===== src/rtl/pipeline_ctrl.sv =====
// Stall/flush/forward sequencer for the 5-stage pipeline: prioritised hazard strobes,
// EX operand forwarding selects, data-memory timeout flag and saturating perf counters.
module pipeline_ctrl #(
  parameter int REG_NUM_WIDTH = 5,
  parameter int MEM_TIMEOUT   = 15,
  parameter int PERF_WIDTH    = 32
) (
  input  logic                     clk,
  input  logic                     reset,
  input  logic [REG_NUM_WIDTH-1:0] idRs1,
  input  logic [REG_NUM_WIDTH-1:0] idRs2,
  input  logic                     idUsesRs1,
  input  logic                     idUsesRs2,
  input  logic [REG_NUM_WIDTH-1:0] exRs1,
  input  logic [REG_NUM_WIDTH-1:0] exRs2,
  input  logic [REG_NUM_WIDTH-1:0] exRd,
  input  logic                     exMemRead,
  input  logic [REG_NUM_WIDTH-1:0] memRd,
  input  logic [REG_NUM_WIDTH-1:0] wbRd,
  input  logic                     memRegWrite,
  input  logic                     wbRegWrite,
  input  logic                     branchTaken,
  input  logic                     dmemReq,
  input  logic                     dmemReady,
  output logic                     stallPC,
  output logic                     stallIFID,
  output logic                     flushIFID,
  output logic                     bubbleIDEX,
  output logic                     stallIDEX,
  output logic                     stallEXMEM,
  output logic                     bubbleMEMWB,
  output logic [1:0]               forwardA,
  output logic [1:0]               forwardB,
  output logic                     memTimeout,
  output logic [PERF_WIDTH-1:0]    stallCount,
  output logic [PERF_WIDTH-1:0]    flushCount
);

  localparam int WCW = $clog2(MEM_TIMEOUT + 1);
  localparam logic [WCW-1:0] WAIT_MAX = WCW'(MEM_TIMEOUT);

  typedef enum logic [1:0] {RUN, LOAD_STALL, MEM_WAIT} state_t;

  state_t         state, stateNext;
  logic [WCW-1:0] waitCnt;
  logic           memWait;
  logic           loadUse;

  function automatic logic [1:0] fwdSel(input logic [REG_NUM_WIDTH-1:0] rs);
    if (rs != '0 && memRegWrite && memRd == rs)
      return 2'b10;
    else if (rs != '0 && wbRegWrite && wbRd == rs)
      return 2'b01;
    else
      return 2'b00;
  endfunction

  assign memWait = dmemReq & ~dmemReady;
  assign loadUse = (state != LOAD_STALL) && exMemRead && (exRd != '0) &&
                   ((idUsesRs1 && idRs1 == exRd) || (idUsesRs2 && idRs2 == exRd));

  // Everything is gated by reset so the datapath sees a quiet pipeline while held.
  always_comb begin
    stallPC     = 1'b0;
    stallIFID   = 1'b0;
    flushIFID   = 1'b0;
    bubbleIDEX  = 1'b0;
    stallIDEX   = 1'b0;
    stallEXMEM  = 1'b0;
    bubbleMEMWB = 1'b0;
    forwardA    = 2'b00;
    forwardB    = 2'b00;
    stateNext   = RUN;
    if (reset) begin
      forwardA = fwdSel(exRs1);
      forwardB = fwdSel(exRs2);
      if (memWait) begin
        // Frozen EX keeps any taken branch alive; it is acted on once memory completes.
        stallPC     = 1'b1;
        stallIFID   = 1'b1;
        stallIDEX   = 1'b1;
        stallEXMEM  = 1'b1;
        bubbleMEMWB = 1'b1;
        stateNext   = MEM_WAIT;
      end else if (branchTaken) begin
        flushIFID  = 1'b1;
        bubbleIDEX = 1'b1;
      end else if (loadUse) begin
        stallPC    = 1'b1;
        stallIFID  = 1'b1;
        bubbleIDEX = 1'b1;
        stateNext  = LOAD_STALL;
      end
    end
  end

  always_ff @(posedge clk or negedge reset) begin
    if (!reset) begin
      state      <= RUN;
      waitCnt    <= '0;
      memTimeout <= 1'b0;
      stallCount <= '0;
      flushCount <= '0;
    end else begin
      state <= stateNext;
      if (memWait) begin
        if (waitCnt != WAIT_MAX)
          waitCnt <= waitCnt + WCW'(1);
        if (waitCnt >= WAIT_MAX - WCW'(1))
          memTimeout <= 1'b1;
      end else begin
        waitCnt <= '0;
      end
      if (stallPC && stallCount != '1)
        stallCount <= stallCount + PERF_WIDTH'(1);
      if (flushIFID && flushCount != '1)
        flushCount <= flushCount + PERF_WIDTH'(1);
    end
  end

endmodule


===== config.mk =====
export PLATFORM = sky130hd
export DESIGN_NAME = pipeline_ctrl
export DESIGN_NICKNAME = d
export VERILOG_FILES = /design/src/rtl/pipeline_ctrl.sv
export SDC_FILE = /design/constraint.sdc
export NUM_CORES = 1
export LEC_CHECK = 0
export CAP_MARGIN = 25
export CORE_AREA = 2 2 90 92
export CTS_BUF_LIST = sky130_fd_sc_hd__clkbuf_2 sky130_fd_sc_hd__clkbuf_4 sky130_fd_sc_hd__clkbuf_8
export CTS_CLUSTER_SIZE = 24
export DETAILED_ROUTE_END_ITERATION = 10
export DIE_AREA = 0 0 92 94
export PLACE_DENSITY_LB_ADDON = 0.08
export SYNTH_ARGS = -nofsm -noshare
export SYNTH_HDL_FRONTEND = slang
export SYNTH_SLANG_ARGS = --single-unit

===== constraint.sdc =====
create_clock -name clk -period 4.07 [get_ports clk]
set_input_delay 0.814 -clock clk [delete_from_list [all_inputs] [get_ports clk]]
set_output_delay 0.814 -clock clk [all_outputs]
set_load 0.03 [all_outputs]

==> flow_summary.ini <==
[drt]
postRouteAntennaNets = 0
first_iter_violations = 138
wl_per_cell_microns = 14.53
first_pass_iters = 4
route.vias.total = 3292
finalWirelength_microns = 8936
drc_errors = 0
via_per_inst = 5.353

[pwr]
vdd_ir_drop_max_mv = 0.1792
sequentialPowerShare_pct = 45.9
leakage_uw = 0.002226
combPwrFrac_pct = 22.7
power_density_mw_per_mm2 = 333.1
pwr-share-clk_pct = 31.5
swShare_pct = 30.15
p_sw_uw = 542.2
p_int_uw = 1256

[cells_and_area]
diodes = 0
num-fill-cells = 596
drive_gt1_share_pct = 6.823
final_nets = 557
area_growth_pct = 38.17
seq_area_sq_mm = 0.001777
fin_util_pct = 70.97
multi_input_area_sq_mm = 0.002023

[timing]
min_period_ns = 3.850
tightest_slew_ns = 0.8665
clock_skew_ns = 0.009542
slew_headroom_pct = 42.23
finalHoldViolCount = 0
max_freq_mhz = 259.7
period_share_pct = 94.59
rsz0062_at_grt = no
final-max-slew-violation-count = 0
tns_ns = 0
setup_viol = 0
holdWs_ns = 0.2717

[synth]
synth_top_area_cell = dfrtp_1
synth-seq-cells = 71
yosys-top-cells-area = dfrtp_1 45%, xnor2_1 17%, nand4_1 4.6%, nand3_1 4.2%, xor2_1 3.6%
synth_edf_count = 0
ys_types = 40
yosysTopAreaCellShare_pct = 45.47
async_flop_share_pct = 100.0
syn_area_per_cell_sq_um = 10.20
synth-main-ff-cell = dfrtp_1
synth_fp_nets = 432
synth_warnings = 0
synthCells = 383
netlist_area_sq_mm = 0.003907
yosysSeqAreaShare_pct = 45.47

[setup_path]
cpMaxStageDelayCell = clkdlybuf4s50_1
critical_path_buf_inv_count = 2
arrival_ns = 3.04
crit_required_ns = 3.26
crit_path_max_fanout = 3
start_kind = primary input
r2r_slack_ns = 1.48
crit_type = in2out
path_cells = clkdlybuf4s50_1, or4_1, nor2_1, nor3_1, nor4_1, clkdlybuf4s50_1
crit_top_cell = clkdlybuf4s50_1
cpPeakStageDelay_ns = 0.73
r2r_cells = 6
path_delay_family = buffers and inverters
r2r_start = stallCount[0]
timing.rr.end = stallCount[1]
end_kind = output port

[placement]
gp_congestion = 0.8214
dp_hpwl_microns = 6830
numPortBuffers = 120

[clock_network]
numCtsBuffers = 9
cts.hold.buffers_added = 0
clk_latency_ns = 0.35
h-tree-depth = 3
postCtsSetupBuffers = 0
cts.repair.resized = 0
clockBufferDepth = 2
clkTransAtPathRegs_ns = 0.07
cts_sinks = 71
cts_tree = yes
clockRootBuffer = clkbuf_8

[global_routing]
grt_pass1_wl_microns = 15000
grt_pass1_vias = 3235
grt_max_degree = 70
grt-ovfl-total = 0
grt_usage_pct = 21.65
grt_antenna_before_repair = 0

[floorplan]
initial_core_util_pct = 51.37
coreArea_sq_mm = 0.007607
die_area_sq_mm = 0.008648
fp.dieW_microns = 92
io_pins = 121
num_rows = 32
die_h_microns = 94

[run]
maxCapViolCount = 0

[worst_hold_path]
hold_path_class = in2async

[run_status]
outcome = completed
==> power by group through the flow <==
stage	Clock [uW]	Sequential (uW)	Combinational, uW
floorplan	0	923	122
global placement	0	837	407
detailed placement	0	839	412
CTS	581	826	414
global route	614	836	441
finish	566	825	408
==> through the flow <==
step | cells | power, uW | area, sq um | setup slack (ns)
after floorplan | 383 | 1044 | 3908 | 0.6868
after global placement | 599 | 1244 | 5196 | 0.2428
after detailed placement | 599 | 1251 | 5196 | 0.2481
after CTS | 615 | 1821 | 5399 | 0.2329
after global routing | 615 | 1891 | 5399 | 0.08081
final | 615 | 1798 | 5399 | 0.2201
==> synthesized netlist by cell type (all sizes together), types with 2 or more instances <==
library cell and number:
xnor2 75, dfrtp 71, a21oi 3, nand2 27
nor2 21, a31oi 4, nor4 9, nor3 15
clkbuf 3, mux2 2, and3 16, and2 6
and4 6, nor3b 3, nor4b 2, inv 14
nand2b 2, xor2 16, buf 6, nand3 33
ha 4, nand4 32, or4 4
==> cells in the final DEF, fill, tap and decap left out, types with 2 or more instances in the layout <==
| master | Yosys | layout |
|---|---|---|
| nand4_2 | 3 | 3 |
| dfrtp_1 | 71 | 71 |
| nand2b_1 | 2 | 2 |
| buf_4 | 3 | 6 |
| xnor2_1 | 75 | 75 |
| nand3_1 | 33 | 33 |
| clkdlybuf4s50_1 | 0 | 117 |
| nand2_1 | 27 | 27 |
| clkbuf_8 | 0 | 10 |
| xor2_1 | 16 | 16 |
| nand4_1 | 29 | 29 |
| nor3_1 | 15 | 15 |
| and4_1 | 6 | 6 |
| nor4b_1 | 2 | 2 |
| nor2_1 | 21 | 21 |
| nor4_1 | 4 | 4 |
| nor3b_1 | 3 | 3 |
| nor4_2 | 2 | 2 |
| and2_4 | 2 | 2 |
| nor4_4 | 3 | 3 |
| clkinvlp_4 | 0 | 3 |
| a31oi_1 | 3 | 3 |
| or4_1 | 4 | 4 |
| inv_1 | 14 | 14 |
| and3_1 | 16 | 16 |
| a21oi_1 | 3 | 3 |
| ha_1 | 4 | 4 |
| and2_1 | 4 | 4 |
==> metal layers <==
metal / wire [microns] / GRT usage [%] / vias up / share of wire, %
li1: - / - / 1600 / -
met1: 3901 / 27.51 / 1591 / 44
met2: 4391 / 36.21 / 88 / 49
met3: 493 / 4.976 / 13 / 5.5
met4: 150 / 8.209 / 0 / 1.7
met5: 0 / 0 / - / 0
==> worst max path at each step <==
stage	to	from	cells past startpoint	slack, ns
finish	forwardB[0]	exRs2[1]	6	0.22
global route	forwardA[0]	exRs1[2]	6	0.08
CTS	forwardA[0]	exRs1[1]	6	0.23
detailed placement	forwardB[0]	exRs2[1]	6	0.25
global placement	forwardA[0]	exRs1[1]	6	0.24
floorplan	stallPC	dmemReady	6	0.69
==> kinds of logic after synthesis <==
kind of cell | after synthesis | share of synthesized area (%)
flops | 71 | 45.47
fa+ha+maj | 4 | 1.281
xor+xnor | 91 | 20.40
compound gates | 13 | 2.562
simple gates | 179 | 26.96
mux | 2 | 0.5763
buf+inv | 23 | 2.754
==> registers in the layout, summed over array words and instances, names as in the netlist <==
| name | count |
|---|---|
| waitCnt | 4 |
| stallCount | 32 |
| memTimeout | 1 |
| flushCount | 32 |
| state | 2 |
==> cell type report <==
class,count,area share [%]
multi-input cells,289,37.47
clock inverters,5,1.066
inverters,14,0.9733
well taps,102,2.364
flip-flops and latches,71,32.91
clock buffers,11,2.688
repair buffers,123,22.53
No activity file was read; power rests on OpenSTA's default activity.
